<file path="config.mk">
export PLATFORM = sky130hd
export DESIGN_NAME = sram_arbiter_flat
export DESIGN_NICKNAME = d
export VERILOG_FILES = /design/src/rtl/sram_arbiter_if.sv /design/src/rtl/sram_arbiter.sv /design/src/flat_wrapper.sv
export SDC_FILE = /design/constraint.sdc
export NUM_CORES = 1
export LEC_CHECK = 0
export ABC_CLOCK_PERIOD_IN_PS = 4500
export CAP_MARGIN = 10
export CORE_MARGIN = 1
export CORE_UTILIZATION = 50
export DETAILED_ROUTE_END_ITERATION = 8
export GPL_ROUTABILITY_DRIVEN = 0
export PLACE_DENSITY = 0.85
export SYNTH_ARGS = -nofsm -noshare
export SYNTH_HDL_FRONTEND = slang
export SYNTH_SLANG_ARGS = --single-unit
</file>
<file path="constraint.sdc">
create_clock -name clk -period 4.5 [get_ports clk]
set_clock_uncertainty 0.15 [all_clocks]
set_input_delay 0.9 -clock clk [delete_from_list [all_inputs] [get_ports clk]]
set_output_delay 0.9 -clock clk [all_outputs]
set_load 0.005 [all_outputs]
</file>
<file path="src/rtl/sram_arbiter_if.sv">
// Requester handshakes and SRAM pin-level signals for sram_arbiter.
// The arbiter uses the slave modport; the requesters and pads use master.
interface sram_arbiter_if #(
  parameter int unsigned ADDR_W = 20,
  parameter int unsigned DATA_W = 16
);
  logic              rd_req;
  logic [ADDR_W-1:0] rd_addr;
  logic              rd_gnt;
  logic              rd_valid;
  logic [DATA_W-1:0] rd_data;

  logic              wr_req;
  logic [ADDR_W-1:0] wr_addr;
  logic [DATA_W-1:0] wr_data;
  logic              wr_gnt;

  logic              clr_start;
  logic [DATA_W-1:0] clr_data;
  logic              clr_busy;
  logic              clr_done;

  logic [ADDR_W-1:0] SRAM_ADDR;
  logic              SRAM_CE_N;
  logic              SRAM_OE_N;
  logic              SRAM_WE_N;
  logic              SRAM_UB_N;
  logic              SRAM_LB_N;
  logic [DATA_W-1:0] sram_dq_out;
  logic              sram_dq_oe;
  logic [DATA_W-1:0] sram_dq_in;

  modport slave (
    input  rd_req, rd_addr,
    output rd_gnt, rd_valid, rd_data,
    input  wr_req, wr_addr, wr_data,
    output wr_gnt,
    input  clr_start, clr_data,
    output clr_busy, clr_done,
    output SRAM_ADDR, SRAM_CE_N, SRAM_OE_N, SRAM_WE_N, SRAM_UB_N, SRAM_LB_N,
    output sram_dq_out, sram_dq_oe,
    input  sram_dq_in
  );

  modport master (
    output rd_req, rd_addr,
    input  rd_gnt, rd_valid, rd_data,
    output wr_req, wr_addr, wr_data,
    input  wr_gnt,
    output clr_start, clr_data,
    input  clr_busy, clr_done,
    input  SRAM_ADDR, SRAM_CE_N, SRAM_OE_N, SRAM_WE_N, SRAM_UB_N, SRAM_LB_N,
    input  sram_dq_out, sram_dq_oe,
    output sram_dq_in
  );
endinterface

</file>
<file path="src/rtl/sram_arbiter.sv">
// Shares one async 16-bit SRAM between VGA reads, program writes and a background fill engine.
// Reads take 2 cycles, writes 3; grants are issued combinationally in IDLE/R2/W3 slots.
module sram_arbiter #(
  parameter int unsigned ADDR_W   = 20,
  parameter int unsigned DATA_W   = 16,
  parameter int unsigned FRAME_W  = 640,
  parameter int unsigned FRAME_H  = 480,
  parameter int unsigned RD_BURST = 8
) (
  input logic           clk,
  input logic           reset_n,
  sram_arbiter_if.slave bus
);
  localparam int unsigned       BurstW   = $clog2(RD_BURST + 1);
  localparam logic [BurstW-1:0] BurstMax = BurstW'(RD_BURST);
  localparam logic [ADDR_W-1:0] FillLast = ADDR_W'(FRAME_W * FRAME_H - 1);

  typedef enum logic [2:0] {StIdle, StR1, StR2, StW1, StW2, StW3} state_e;

  state_e            state_q, state_d;
  logic [ADDR_W-1:0] addr_q, addr_d;
  logic [DATA_W-1:0] wdata_q, wdata_d;
  logic              is_fill_q, is_fill_d;
  logic [DATA_W-1:0] rd_data_q, rd_data_d;
  logic              rd_valid_q, rd_valid_d;
  logic [BurstW-1:0] burst_q, burst_d;
  logic [ADDR_W-1:0] fill_addr_q, fill_addr_d;
  logic [DATA_W-1:0] fill_color_q, fill_color_d;
  logic              clr_busy_q, clr_busy_d;
  logic              clr_done_q, clr_done_d;

  logic              slot;
  logic              rd_win;
  logic              wr_win;
  logic              fill_win;
  logic              fill_w3;
  logic              fill_last;
  logic [ADDR_W-1:0] fill_slot_addr;

  // Arbitration; gated by reset_n so no grant is ever shown while held in reset.
  always_comb begin
    slot = reset_n && ((state_q == StIdle) || (state_q == StR2) || (state_q == StW3));
    fill_w3   = (state_q == StW3) && is_fill_q;
    fill_last = fill_w3 && (fill_addr_q == FillLast);
    // A fill slot won during a fill W3 must target the word after the one just written.
    fill_slot_addr = fill_w3 ? fill_addr_q + ADDR_W'(1) : fill_addr_q;
    wr_win   = slot && bus.wr_req && (!bus.rd_req || (burst_q == BurstMax));
    rd_win   = slot && bus.rd_req && !wr_win;
    fill_win = slot && clr_busy_q && !fill_last && !bus.rd_req && !bus.wr_req;
  end

  always_comb begin
    state_d      = state_q;
    addr_d       = addr_q;
    wdata_d      = wdata_q;
    is_fill_d    = is_fill_q;
    rd_data_d    = rd_data_q;
    rd_valid_d   = 1'b0;
    burst_d      = burst_q;
    fill_addr_d  = fill_addr_q;
    fill_color_d = fill_color_q;
    clr_busy_d   = clr_busy_q;
    clr_done_d   = 1'b0;

    case (state_q)
      StR1:    state_d = StR2;
      StW1:    state_d = StW2;
      StW2:    state_d = StW3;
      default: state_d = StIdle;
    endcase

    if (state_q == StR2) begin
      rd_valid_d = 1'b1;
      rd_data_d  = bus.sram_dq_in;
    end

    if (fill_w3) begin
      if (fill_last) begin
        clr_busy_d = 1'b0;
        clr_done_d = 1'b1;
      end else begin
        fill_addr_d = fill_addr_q + ADDR_W'(1);
      end
    end

    if (rd_win) begin
      state_d   = StR1;
      addr_d    = bus.rd_addr;
      is_fill_d = 1'b0;
      if (bus.wr_req && (burst_q != BurstMax)) begin
        burst_d = burst_q + BurstW'(1);
      end
    end else if (wr_win) begin
      state_d   = StW1;
      addr_d    = bus.wr_addr;
      wdata_d   = bus.wr_data;
      is_fill_d = 1'b0;
      burst_d   = '0;
    end else if (fill_win) begin
      state_d   = StW1;
      addr_d    = fill_slot_addr;
      wdata_d   = fill_color_q;
      is_fill_d = 1'b1;
    end

    if (!clr_busy_q && bus.clr_start) begin
      clr_busy_d   = 1'b1;
      fill_addr_d  = '0;
      fill_color_d = bus.clr_data;
    end
  end

  always_ff @(posedge clk or negedge reset_n) begin
    if (!reset_n) begin
      state_q      <= StIdle;
      addr_q       <= '0;
      wdata_q      <= '0;
      is_fill_q    <= 1'b0;
      rd_data_q    <= '0;
      rd_valid_q   <= 1'b0;
      burst_q      <= '0;
      fill_addr_q  <= '0;
      fill_color_q <= '0;
      clr_busy_q   <= 1'b0;
      clr_done_q   <= 1'b0;
    end else begin
      state_q      <= state_d;
      addr_q       <= addr_d;
      wdata_q      <= wdata_d;
      is_fill_q    <= is_fill_d;
      rd_data_q    <= rd_data_d;
      rd_valid_q   <= rd_valid_d;
      burst_q      <= burst_d;
      fill_addr_q  <= fill_addr_d;
      fill_color_q <= fill_color_d;
      clr_busy_q   <= clr_busy_d;
      clr_done_q   <= clr_done_d;
    end
  end

  // Pin controls decode straight from state so reset releases the bus immediately.
  always_comb begin
    bus.SRAM_CE_N  = 1'b1;
    bus.SRAM_OE_N  = 1'b1;
    bus.SRAM_WE_N  = 1'b1;
    bus.SRAM_UB_N  = 1'b1;
    bus.SRAM_LB_N  = 1'b1;
    bus.sram_dq_oe = 1'b0;
    case (state_q)
      StR1, StR2: begin
        bus.SRAM_CE_N = 1'b0;
        bus.SRAM_OE_N = 1'b0;
        bus.SRAM_UB_N = 1'b0;
        bus.SRAM_LB_N = 1'b0;
      end
      StW1, StW2, StW3: begin
        bus.SRAM_CE_N  = 1'b0;
        bus.SRAM_UB_N  = 1'b0;
        bus.SRAM_LB_N  = 1'b0;
        bus.sram_dq_oe = 1'b1;
        bus.SRAM_WE_N  = (state_q != StW2);
      end
      default: ;
    endcase
  end

  assign bus.SRAM_ADDR   = addr_q;
  assign bus.sram_dq_out = wdata_q;
  assign bus.rd_gnt      = rd_win;
  assign bus.wr_gnt      = wr_win;
  assign bus.rd_valid    = rd_valid_q;
  assign bus.rd_data     = rd_data_q;
  assign bus.clr_busy    = clr_busy_q;
  assign bus.clr_done    = clr_done_q;
endmodule

</file>
<file path="src/flat_wrapper.sv">
// flat-port wrapper written by rule: the top's interface ports become plain ports
module sram_arbiter_flat 
#(
  parameter int unsigned ADDR_W   = 20,
  parameter int unsigned DATA_W   = 16,
  parameter int unsigned FRAME_W  = 640,
  parameter int unsigned FRAME_H  = 480,
  parameter int unsigned RD_BURST = 8
)
  (clk, reset_n, bus_rd_req, bus_rd_addr, bus_rd_gnt, bus_rd_valid, bus_rd_data, bus_wr_req, bus_wr_addr, bus_wr_data, bus_wr_gnt, bus_clr_start, bus_clr_data, bus_clr_busy, bus_clr_done, bus_SRAM_ADDR, bus_SRAM_CE_N, bus_SRAM_OE_N, bus_SRAM_WE_N, bus_SRAM_UB_N, bus_SRAM_LB_N, bus_sram_dq_out, bus_sram_dq_oe, bus_sram_dq_in);
  sram_arbiter_if #(.ADDR_W(ADDR_W), .DATA_W(DATA_W)) bus_i ();
  input logic clk;
  input logic reset_n;
  input wire logic [$bits(bus_i.rd_req)-1:0] bus_rd_req;
  input wire logic [$bits(bus_i.rd_addr)-1:0] bus_rd_addr;
  output wire logic [$bits(bus_i.rd_gnt)-1:0] bus_rd_gnt;
  output wire logic [$bits(bus_i.rd_valid)-1:0] bus_rd_valid;
  output wire logic [$bits(bus_i.rd_data)-1:0] bus_rd_data;
  input wire logic [$bits(bus_i.wr_req)-1:0] bus_wr_req;
  input wire logic [$bits(bus_i.wr_addr)-1:0] bus_wr_addr;
  input wire logic [$bits(bus_i.wr_data)-1:0] bus_wr_data;
  output wire logic [$bits(bus_i.wr_gnt)-1:0] bus_wr_gnt;
  input wire logic [$bits(bus_i.clr_start)-1:0] bus_clr_start;
  input wire logic [$bits(bus_i.clr_data)-1:0] bus_clr_data;
  output wire logic [$bits(bus_i.clr_busy)-1:0] bus_clr_busy;
  output wire logic [$bits(bus_i.clr_done)-1:0] bus_clr_done;
  output wire logic [$bits(bus_i.SRAM_ADDR)-1:0] bus_SRAM_ADDR;
  output wire logic [$bits(bus_i.SRAM_CE_N)-1:0] bus_SRAM_CE_N;
  output wire logic [$bits(bus_i.SRAM_OE_N)-1:0] bus_SRAM_OE_N;
  output wire logic [$bits(bus_i.SRAM_WE_N)-1:0] bus_SRAM_WE_N;
  output wire logic [$bits(bus_i.SRAM_UB_N)-1:0] bus_SRAM_UB_N;
  output wire logic [$bits(bus_i.SRAM_LB_N)-1:0] bus_SRAM_LB_N;
  output wire logic [$bits(bus_i.sram_dq_out)-1:0] bus_sram_dq_out;
  output wire logic [$bits(bus_i.sram_dq_oe)-1:0] bus_sram_dq_oe;
  input wire logic [$bits(bus_i.sram_dq_in)-1:0] bus_sram_dq_in;
  assign bus_i.rd_req = bus_rd_req;
  assign bus_i.rd_addr = bus_rd_addr;
  assign bus_rd_gnt = bus_i.rd_gnt;
  assign bus_rd_valid = bus_i.rd_valid;
  assign bus_rd_data = bus_i.rd_data;
  assign bus_i.wr_req = bus_wr_req;
  assign bus_i.wr_addr = bus_wr_addr;
  assign bus_i.wr_data = bus_wr_data;
  assign bus_wr_gnt = bus_i.wr_gnt;
  assign bus_i.clr_start = bus_clr_start;
  assign bus_i.clr_data = bus_clr_data;
  assign bus_clr_busy = bus_i.clr_busy;
  assign bus_clr_done = bus_i.clr_done;
  assign bus_SRAM_ADDR = bus_i.SRAM_ADDR;
  assign bus_SRAM_CE_N = bus_i.SRAM_CE_N;
  assign bus_SRAM_OE_N = bus_i.SRAM_OE_N;
  assign bus_SRAM_WE_N = bus_i.SRAM_WE_N;
  assign bus_SRAM_UB_N = bus_i.SRAM_UB_N;
  assign bus_SRAM_LB_N = bus_i.SRAM_LB_N;
  assign bus_sram_dq_out = bus_i.sram_dq_out;
  assign bus_sram_dq_oe = bus_i.sram_dq_oe;
  assign bus_i.sram_dq_in = bus_sram_dq_in;
  sram_arbiter #(.ADDR_W(ADDR_W), .DATA_W(DATA_W), .FRAME_W(FRAME_W), .FRAME_H(FRAME_H), .RD_BURST(RD_BURST)) u_core (.clk(clk), .reset_n(reset_n), .bus(bus_i));
endmodule
</file>
* Yosys cells after proc, flatten, opt, wreduce, memory -nomap -nowiden *
Cells that the tools add are included.

word-level totals
  register bits after elaboration = 99
  input bits = 93
  output and inout port bits = 63
  logic and storage cells = 88

operators by class
  $add $sub $neg = 2
  equal/unequal tests = 11
  multiplexer cells = 29
  bitwise logic cells = 1
  reductions and logical operators = 34

operator list
  cell                                                                     number
  20-bit two-way mux                                                       7
  16-bit two-way mux                                                       2
  20-bit by 1-bit adder with 20-bit output, second input constant          1
  20-bit by 19-bit equality test with 1-bit output, second input constant  1
  1-bit logical AND                                                        13
  1-bit two-way mux                                                        13
  4-bit two-way mux                                                        3
  3-bit two-way mux                                                        3
  3-bit case mux with 3 select lines                                       1
  2-bit AND reduction                                                      4
  2-bit nonzero test                                                       4
  3-bit by 2-bit equality test with 1-bit output, second input constant    2
  3-bit equality test, second input constant                               2
  1-bit logical NOT                                                        5
  5-bit OR reduction                                                       1
  4-bit by 1-bit adder with 4-bit output, second input constant            1
  4-bit equality test, second input constant                               1
  4-bit inequality test, second input constant                             1
  3-bit by 1-bit equality test with 1-bit output, second input constant    1
  3-bit logical NOT                                                        1
  1-bit logical OR                                                         3
  3-bit inequality test, second input constant                             1
  3-bit nonzero test                                                       1
  3-bit OR reduction                                                       1
  other kinds (4)                                                          4

* Longest topological paths before layout *
Gate-level depths: netlist of run 1.

  depth after elaboration = 11
  gate-level depth with buffers = 9
  mapped depth without buffers = 8

* Least setup slack after synthesis of run 1 *
OpenSTA, ideal clock, no wires.

  kind = input-to-output
  from = in bus_wr_req
  to = out bus_rd_gnt
  arrival = 1834 ps
  data required time = 3450 ps
  slack = 1616 ps
  cell stages on the path = 5
  path buffers = 2
  path through = clkbuf_8 nand4b_1 o2111ai_2 inv_1 clkbuf_1

between the ends
  longest elaborated chain between the ends = 4

RTL lines
  what                             RTL line            RTL
  from (decl)                      flat_wrapper.sv:19  input wire logic [$bits(bus_i.wr_req)-1:0] bus_wr_req;
  1-bit logical AND (2 in series)  sram_arbiter.sv:47  wr_win = slot && bus.wr_req && (!bus.rd_req || (burst_q == BurstMax));
  1-bit logical NOT                sram_arbiter.sv:48  rd_win = slot && bus.rd_req && !wr_win;
  1-bit logical AND                sram_arbiter.sv:48
  to (decl)                        flat_wrapper.sv:16  output wire logic [$bits(bus_i.rd_gnt)-1:0] bus_rd_gnt;

Every way passes these cells.

* Final worst setup path of run 1 *
Same ends and word-level chain as after synthesis.

==> results of run 1 <==
## critical path: cells and delay by family
kind | cells | cell delay, ns
buffers and inverters | 3 | 1.24
and+or+nand+nor | 1 | 0.22
AOI/OAI and AO/OA | 1 | 0.31
## state kept, by name, indices dropped and copies added, names as in the netlist
| name | cells |
|---|---|
| u_core.burst_q | 4 |
| u_core.bus.SRAM_ADDR | 20 |
| u_core.bus.clr_busy | 1 |
| u_core.bus.clr_done | 1 |
| u_core.bus.rd_data | 16 |
| u_core.bus.rd_valid | 1 |
| u_core.bus.sram_dq_out | 16 |
| u_core.fill_addr_q | 20 |
| u_core.fill_color_q | 16 |
| u_core.is_fill_q | 1 |
| u_core.state_q | 3 |
## cell type report
class	instances	area share
repair buffers	162	0.238
flip-flops and latches	99	0.368
well taps	129	0.0240
clock inverters	6	0.00707
clock buffers	10	0.0205
multi-input cells	343	0.337
inverters	10	0.00558
## synthesized netlist by cell type (3+ instances only)
cell | count | area (um2)
clkbuf_1 | 18 | 67.6
o21a_1 | 24 | 180
or2_2 | 6 | 37.5
and2_1 | 4 | 25.0
xnor2_1 | 10 | 87.6
inv_1 | 9 | 33.8
a211oi_1 | 3 | 22.5
xor2_1 | 3 | 26.3
dfrtp_1 | 99 | 2480
nor3_1 | 9 | 45.0
o32a_2 | 16 | 180
nor2_1 | 20 | 75.1
o221ai_1 | 4 | 35.0
a21o_1 | 4 | 30.0
nand2_1 | 82 | 308
nand4_1 | 5 | 31.3
a31oi_1 | 7 | 43.8
and3_1 | 3 | 18.8
and4_1 | 5 | 43.8
nand3_1 | 8 | 40.0
a21oi_1 | 13 | 65.1
nor3b_1 | 3 | 22.5
a222oi_1 | 4 | 40.0
o31a_1 | 4 | 35.0
o211ai_1 | 5 | 37.5
o21ai_0 | 30 | 150
a22oi_1 | 4 | 30.0
buf_4 | 3 | 22.5
a21boi_0 | 3 | 22.5
ha_1 | 3 | 37.5
nand2b_1 | 4 | 25.0
mux2_2 | 18 | 203
## power groups by stage
stage / clock network (mW) / registers [mW] / logic, mW
floorplan: 0 / 1.36 / 0.728
global placement: 0 / 1.37 / 1.45
detailed placement: 0 / 1.39 / 1.49
CTS: 0.551 / 1.38 / 1.50
global route: 0.585 / 1.41 / 1.61
finish: 0.544 / 1.37 / 1.49
## layer usage
layer  global-route usage  share of wire  up-vias
met5                    0              0        -
met4                0.124          0.029        0
met3               0.0462          0.068       27
met2                0.480           0.50      181
met1                0.328           0.41     2149
li1                     -              -     2055
## cell families (layout without fill, tap and decap cells)
| kind of cell | count (synthesis) | count (layout) | share of synthesized area |
|---|---|---|---|
| muxes | 20 | 20 | 0.0452 |
| adders and majority gates | 3 | 3 | 0.00761 |
| DFF | 99 | 99 | 0.502 |
| buffers and inverters | 39 | 188 | 0.0403 |
| and+or+nand+nor | 169 | 169 | 0.172 |
| AOI/OAI and AO/OA | 138 | 138 | 0.210 |
| xor gates and xnor gates | 13 | 13 | 0.0231 |
## metrics by stage
step	power, mW	cell area, um2	util	std cells
after floorplan	2.09	4930	-	481
final	3.41	6730	0.715	759
after detailed placement	2.88	6540	0.695	743
after global placement	2.82	6540	0.695	743
after CTS	3.42	6730	0.715	759
after global routing	3.61	6730	0.715	759
## how the worst max path moves through the flow
stage	from	end	slack, ns
4_1_cts	bus_wr_req	bus_rd_gnt	0.80
6_report	bus_wr_req	bus_rd_gnt	0.78
2_1_floorplan	bus_wr_req	bus_rd_gnt	1.62
5_1_grt	bus_wr_req	bus_rd_gnt	0.66
3_3_place_gp	bus_wr_req	bus_rd_gnt	0.83
3_5_place_dp	bus_wr_req	bus_rd_gnt	0.80
==> flow_summary_export.csv, run 1 <==
group,metric,value,unit
detailed_routing,dr.pass1.iters,5,
sta,finalCritPeriodShare,0.828,
pwr,p_sw,1.12,mW
clocking,cts_inserted_buffers,9,
clocking,cts-root-buf,"clkbuf_8",
layout,regArea,2480,um2
setup_path,crit_type,"in2out",
clocking,htreeDepth,3,
grt,grt_max_degree,78,
synth,ys.flop_type,"dfrtp_1",
clocking,clk_pin_slew,0.10,ns
sta,fmax,269,MHz
grt,antenna_found_initial,0,
synth,ys_async_sr_fraction,1.00,
layout,area_delta_synth_final,36.5,%
clocking,cts.repair.resized,0,
floorplan,die_area,10300,um2
sta,fin_hold_ws,0.281,ns
clocking,cts_setup_buffers,0,
setup_path,start_kind,"input port",
sta,fin_ws,0.776,ns
synth,synth-edff-count,0,
floorplan,initial_core_util,0.524,
setup_path,crit_top_cell,"clkdlybuf4s50_1",
sta,min_period,3.72,ns
floorplan,die_x,101,um
detailed_routing,routed_via_density,5.81,
synth,syn_area,4930,um2
synth,yosysSeqAreaShare,0.502,
clocking,clk_path_buf_depth,2,
outcome,status,"complete, no violations",
detailed_routing,drt_iter0_markers,254,
detailed_routing,wire_per_inst,18.0,um
grt,grt_pass1_wl,21.6,mm
clocking,clock-sinks,99,
grt,groute.usage.overall,0.273,
floorplan,ios,156,
detailed_routing,drt_wl_total,13.7,mm
worst_hold_path,min_path_type,"in2async",
setup_path,crit_chain,"clkdlybuf4s50_1 -> nand4b_1 -> o2111ai_2 -> inv_1 -> clkdlybuf4s50_1",
floorplan,die_h,101,um
pwr,p_leak,2.80,nW
sta,slew_headroom,0.289,
floorplan,core,9420,um2
synth,syn_area_per_cell,10.3,um2
pwr,ir_drop,0.291,mV
synth,ys_seq_elements,99,
setup_path,crit_arrival,2.67,ns
grt,grt-ovfl-total,0,
grt,grt_pass1_vias,4475,
layout,drive_gt1_frac,0.125,
clocking,cts_hold_buffers,0,
setup_path,reg2regPathDepth,6,
synth,synthCells,481,
pwr,p_int,2.29,mW
setup_path,crit_required,3.45,ns
synth,synth_cell_types,67,
place,io_buffers,155,
setup_path,worstReg2RegStart,"u_core.fill_addr_q[12]",
setup_path,crit_fanout,10,
sta,hold_violations,0,
sta,slew_violations,0,
sta,rsz0062_at_grt,"false",
layout,nNetsFinal,721,
setup_path,cpPeakStageDelay,0.57,ns
layout,final_cell_mix,"clkdlybuf4s50_1 (154), dfrtp_1 (99), nand2_1 (82), o21ai_0 (30), o21a_1 (24)",
run,maxCapViolations,0,
synth,yosysWarnings,0,
layout,multi_input_area,2270,um2
setup_path,end_kind,"output pin",
setup_path,r2r_setup_slack,1.58,ns
pwr,pwr-share-comb,0.438,
detailed_routing,final_antenna_net_count,0,
pwr,p_clk_frac,0.159,
pwr,power_density,507,nW/um2
sta,tns,0,ns
place,place_ws,0.796,ns
layout,nFillCells,714,
floorplan,num_rows,35,
synth,syn_nets,577,
layout,layout_commonest_cell,"clkdlybuf4s50_1",
clocking,clk-insertion-delay-late,0.36,ns
pwr,p_sw_frac,0.329,
setup_path,cpMaxStageDelayCell,"clkdlybuf4s50_1",
place,dp_hpwl,9.87,mm
detailed_routing,drc,0,
clocking,cts_tree,"yes",
layout,antenna_cells,0,
sta,setup_viol,0,
sta,worst_pin_slew,1.07,ns
pwr,seqPwrFrac,0.403,
setup_path,r2r_end,"u_core.bus.SRAM_ADDR[10]",
detailed_routing,vias,4412,
Power figures use the tool's default switching activity.
==> inputs of run 2 (changes only) <==
--- a/config.mk
+++ b/config.mk
@@ -5,13 +5,13 @@
 export SDC_FILE = /design/constraint.sdc
 export NUM_CORES = 1
 export LEC_CHECK = 0
-export ABC_CLOCK_PERIOD_IN_PS = 4500
+export ABC_CLOCK_PERIOD_IN_PS = 3100
 export CAP_MARGIN = 10
 export CORE_MARGIN = 1
-export CORE_UTILIZATION = 50
+export CORE_UTILIZATION = 42
 export DETAILED_ROUTE_END_ITERATION = 8
 export GPL_ROUTABILITY_DRIVEN = 0
-export PLACE_DENSITY = 0.85
+export PLACE_DENSITY = 0.76
 export SYNTH_ARGS = -nofsm -noshare
 export SYNTH_HDL_FRONTEND = slang
 export SYNTH_SLANG_ARGS = --single-unit
==> constraint.sdc (replaced) <==
create_clock -name clk -period 3.1 [get_ports clk]
set_clock_uncertainty 0.15 [all_clocks]
set_input_delay 0.62 -clock clk [delete_from_list [all_inputs] [get_ports clk]]
set_output_delay 0.62 -clock clk [all_outputs]
set_load 0.005 [all_outputs]
==> flow_summary_export.csv, run 2 (same netlist as run 1, synthesis figures left out) <==
group,metric,value,unit
outcome,status,"complete, no violations",
detailed_routing,drc,0,
detailed_routing,final_antenna_net_count,0,
place,io_buffers,155,
detailed_routing,wl_met3,966,um
floorplan,die_x,110,um
sta,finalCritPeriodShare,0.963,
layout,antenna_cells,0,
setup_path,cpPeakStageDelay,0.54,ns
detailed_routing,vias,4453,
layout,area_delta_synth_final,41.3,%
setup_path,crit_chain,"dlygate4sd3_1 -> buf_6 -> and2_1 -> o221ai_2 -> inv_2 -> clkdlybuf4s50_1",
detailed_routing,highest_layer,"met4",
pwr,p_int,3.68,mW
grt,groute.usage.overall,0.239,
floorplan,die_area,12200,um2
layout,drive_gt1_frac,0.138,
floorplan,ios,156,
clocking,clock-sinks,99,
clocking,cts-root-buf,"clkbuf_16",
detailed_routing,routed_via_density,5.69,
floorplan,core,11400,um2
floorplan,die_h,110,um
grt,grt_pass1_wl,21.8,mm
clocking,clk_pin_slew,0.07,ns
worst_hold_path,min_path_type,"reg2reg",
detailed_routing,drt_wl_total,14.1,mm
place,dp_hpwl,10.3,mm
detailed_routing,wl_met2,6.84,mm
setup_path,crit_required,2.33,ns
pwr,p_clk_frac,0.213,
sta,slew_headroom,0.376,
sta,worst_pin_slew,0.937,ns
clocking,cts_tree,"yes",
setup_path,r2r_setup_slack,0.41,ns
clocking,htreeDepth,3,
sta,fmax,335,MHz
floorplan,initial_core_util,0.432,
sta,hold_violations,0,
pwr,power_density,770,nW/um2
sta,tns,0,ns
pwr,power,5.37,mW
setup_path,reg2regPathDepth,5,
detailed_routing,dr.pass1.iters,5,
setup_path,crit_fanout,9,
setup_path,cp_num_cells,6,
clocking,cts_setup_buffers,0,
setup_path,path_delay_family,"buffers and inverters",
detailed_routing,wire_per_inst,18.1,um
setup_path,end_kind,"output pin",
detailed_routing,drt_iter0_markers,249,
setup_path,start_kind,"input port",
run,maxCapViolations,0,
layout,nNetsFinal,731,
layout,nFillCells,941,
sta,setup_viol,0,
setup_path,crit_buf_inv,4,
grt,antenna_found_initial,0,
pwr,p_sw_frac,0.315,
grt,grt_max_degree,54,
floorplan,num_rows,39,
pwr,p_leak,2.90,nW
setup_path,cpMaxStageDelayCell,"dlygate4sd3_1",
setup_path,crit_type,"in2out",
grt,grt_pass1_vias,4386,
layout,fin_cells,783,
setup_path,crit_arrival,2.22,ns
pwr,seqPwrFrac,0.375,
place,dp_cells,766,
worst_hold_path,worstHoldPathCells,2,
sta,rsz0062_at_grt,"false",
clocking,clk_path_buf_depth,2,
pwr,p_sw,1.69,mW
detailed_routing,wl_met1,5.99,mm
sta,min_period,2.99,ns
clocking,clk-insertion-delay-late,0.34,ns
layout,layout_commonest_cell,"clkdlybuf4s50_1",
clocking,cts_inserted_buffers,9,
sta,slew_violations,0,
pwr,pwr-share-comb,0.412,
pwr,ir_drop,0.455,mV
grt,grt-ovfl-total,0,
layout,final_cell_mix,"clkdlybuf4s50_1 (154), dfrtp_1 (99), nand2_1 (82), o21ai_0 (30), o21a_1 (24)",
run 2: cell count changes in the layout (fill, tap and decap cells not counted), moves of 2 or more:
cell,previous run,this run
buf_12,0,2
clkinvlp_4,0,3
clkbuf_16,0,9
clkbuf_8,10,0
buf_4,8,14
run 2: repair_timing:
action / 4_1_cts / 5_1_grt
gates resized for setup: 0 / 2
hold endpoints to repair: 1 / 0
hold buffers: 1 / 0
endpoints found under the setup margin: 0 / 1
run 2: layout make-up:
cell class	instances	area, um2	share of cell area
inverter	10	37.5	0.00539
timing repair buffer	172	1710	0.245
multi-input combinational	343	2260	0.325
tap	143	179	0.0257
sequential	99	2480	0.356
clock inverter	7	77.6	0.0111
clock buffer	9	225	0.0323
run 2: per-stage QoR:
stage	hold WS [ns]	setup WS [ns]	cell area, um2	util
floorplan	0.174	0.645	4930	-
global placement	0.305	0.138	6650	0.583
detailed placement	0.306	0.122	6650	0.583
CTS	0.330	0.0716	6960	0.610
global route	0.350	0.0194	6970	0.610
finish	0.328	0.114	6970	0.610
run 2: power by group through the flow:
stage / sequential (mW) / combinational, mW / clock (mW)
final: 2.01 / 2.21 / 1.15
after global routing: 2.06 / 2.43 / 1.21
after CTS: 2.01 / 2.23 / 1.16
after detailed placement: 2.03 / 2.22 / 0
after global placement: 2.01 / 2.16 / 0
after floorplan: 1.97 / 1.06 / 0
run 2: worst min-delay path, stage by stage (launching register included):
cell and delay, ns:
dfrtp_1 0.34, nand2_1 0.05, nand2_1 0.06
run 2: metal layers:
| layer | track usage | vias to the layer above |
|---|---|---|
| li1 | - | 2076 |
| met1 | 0.297 | 2180 |
| met2 | 0.410 | 176 |
| met3 | 0.0476 | 21 |
| met4 | 0.0912 | 0 |
| met5 | 0 | - |
run 2: path summary, 6_finish.rpt:
check                                             endpoint               startpoint
worst min register to register     u_core.fill_color_q[14]  u_core.fill_color_q[14]
min in group asynchronous         u_core.bus.SRAM_ADDR[17]                  reset_n
worst min-delay path               u_core.fill_color_q[14]  u_core.fill_color_q[14]
max in group asynchronous       u_core.bus.sram_dq_out[10]                  reset_n
worst max register to register           u_core.state_q[1]   u_core.fill_addr_q[12]
worst max-delay path                            bus_wr_gnt                  reset_n
==> inputs of run 3 (changes only) <==
--- a/config.mk
+++ b/config.mk
@@ -11,7 +11,7 @@
 export CORE_UTILIZATION = 42
 export DETAILED_ROUTE_END_ITERATION = 8
 export GPL_ROUTABILITY_DRIVEN = 0
-export PLACE_DENSITY = 0.76
+export PLACE_DENSITY = 0.88
 export SYNTH_ARGS = -nofsm -noshare
 export SYNTH_HDL_FRONTEND = slang
 export SYNTH_SLANG_ARGS = --single-unit
==> flow_summary_export.csv, run 3 (same netlist as run 1, synthesis figures left out) <==
group,metric,value,unit
layout,area_delta_synth_final,41.9,%
detailed_routing,vias,4590,
sta,hold_violations,0,
setup_path,end_kind,"output pin",
sta,rsz0062_at_grt,"false",
layout,antenna_cells,0,
clocking,cts_hold_buffers,1,
setup_path,crit_type,"in2out",
place,dp_hpwl,10.4,mm
floorplan,die_x,110,um
sta,finalCritPeriodShare,0.971,
grt,grt_pass1_vias,4652,
clocking,cts_setup_buffers,0,
layout,nNetsFinal,730,
pwr,ir_drop,0.400,mV
detailed_routing,dr.pass1.iters,5,
pwr,power_density,796,nW/um2
layout,final_cell_mix,"clkdlybuf4s50_1 (154), dfrtp_1 (99), nand2_1 (82), o21ai_0 (30), o21a_1 (24)",
detailed_routing,drt_iter0_markers,277,
grt,antenna_found_initial,0,
detailed_routing,drc,0,
detailed_routing,final_antenna_net_count,0,
layout,fin_util,0.613,
floorplan,initial_core_util,0.432,
floorplan,core,11400,um2
clocking,cts_tree,"yes",
outcome,status,"complete, no violations",
sta,fmax,332,MHz
detailed_routing,routed_via_density,5.87,
floorplan,die_area,12200,um2
setup_path,r2r_end,"u_core.bus.sram_dq_out[8]",
grt,grt-ovfl-total,0,
setup_path,crit_fanout,7,
clocking,cts.repair.resized,0,
clocking,cts_inserted_buffers,9,
setup_path,reg2regPathDepth,6,
setup_path,crit_arrival,2.24,ns
setup_path,start_kind,"input port",
setup_path,r2r_setup_slack,0.35,ns
pwr,power,5.57,mW
sta,tns,0,ns
setup_path,crit_required,2.33,ns
floorplan,ios,156,
worst_hold_path,min_path_type,"in2async",
floorplan,num_rows,39,
sta,setup_viol,0,
sta,min_period,3.01,ns
run,maxCapViolations,0,
pwr,p_leak,2.92,nW
detailed_routing,drt_wl_total,14.7,mm
layout,layout_commonest_cell,"clkdlybuf4s50_1",
sta,worst_pin_slew,0.876,ns
floorplan,die_h,110,um
detailed_routing,wire_per_inst,18.8,um
setup_path,startpoint,"bus_wr_req",
grt,grt_pass1_wl,23.5,mm
setup_path,crit_path_end,"bus_wr_gnt",
clocking,clk_path_buf_depth,2,
sta,slew_headroom,0.416,
clocking,cts-root-buf,"clkbuf_16",
place,io_buffers,155,
clocking,clk_pin_slew,0.07,ns
layout,drive_gt1_frac,0.131,
grt,grt_max_degree,46,
setup_path,worstReg2RegStart,"u_core.state_q[0]",
clocking,clock-sinks,99,
grt,groute.usage.overall,0.255,
clocking,htreeDepth,3,
clocking,clk-insertion-delay-late,0.34,ns
layout,nFillCells,937,
sta,slew_violations,0,
[run 3: through the flow]
step / setup WS [ns] / cell area, um2 / hold WS [ns] / instances
final: 0.0907 / 7000 / 0.310 / 782
after floorplan: 0.645 / 4930 / 0.174 / 481
after CTS: 0.145 / 7000 / 0.320 / 782
after detailed placement: 0.161 / 6630 / 0.318 / 765
after global placement: 0.217 / 6630 / 0.308 / 765
after global routing: 0.00300 / 7000 / 0.352 / 782
[run 3: final cells by class]
class,instances,area (um2),share of cell area
Multi-Input combinational cell,343,2260,0.323
Clock buffer,11,233,0.0332
Tap cell,143,179,0.0256
Sequential cell,99,2480,0.354
Timing Repair Buffer,171,1680,0.241
Inverter,10,37.5,0.00536
Clock inverter,5,125,0.0179
[run 3: power by group]
group / switching, mW / leakage (nW) / internal, mW
Sequential: 0.313 / 1.23 / 1.71
Combinational: 0.884 / 1.52 / 1.32
Clock: 0.474 / 0.174 / 0.870
[run 3: per-layer routing]
layer  wire, um  vias to the layer above  global-route usage  share of wire
met5          0                        -                   0              0
met4        407                        0               0.124          0.028
met3       1170                       38              0.0488          0.079
met2       7330                      255               0.427           0.50
met1       5800                     2227               0.314           0.39
li1           -                     2070                   -              -
[run 3: worst min path at each step]
stage | from | to | cells past startpoint
finish | reset_n | u_core.state_q[1] | 2
global route | reset_n | u_core.state_q[1] | 2
CTS | reset_n | u_core.state_q[1] | 2
detailed placement | u_core.fill_color_q[8] | u_core.fill_color_q[8] | 2
global placement | u_core.fill_color_q[8] | u_core.fill_color_q[8] | 2
floorplan | reset_n | u_core.burst_q[0] | 0
[run 3: critical path, cell delays in order]
cell and delay [ns]:
clkdlybuf4s50_1 0.61, and2_1 0.22, o221ai_2 0.13, clkinv_1 0.10, clkdlybuf4s50_1 0.56
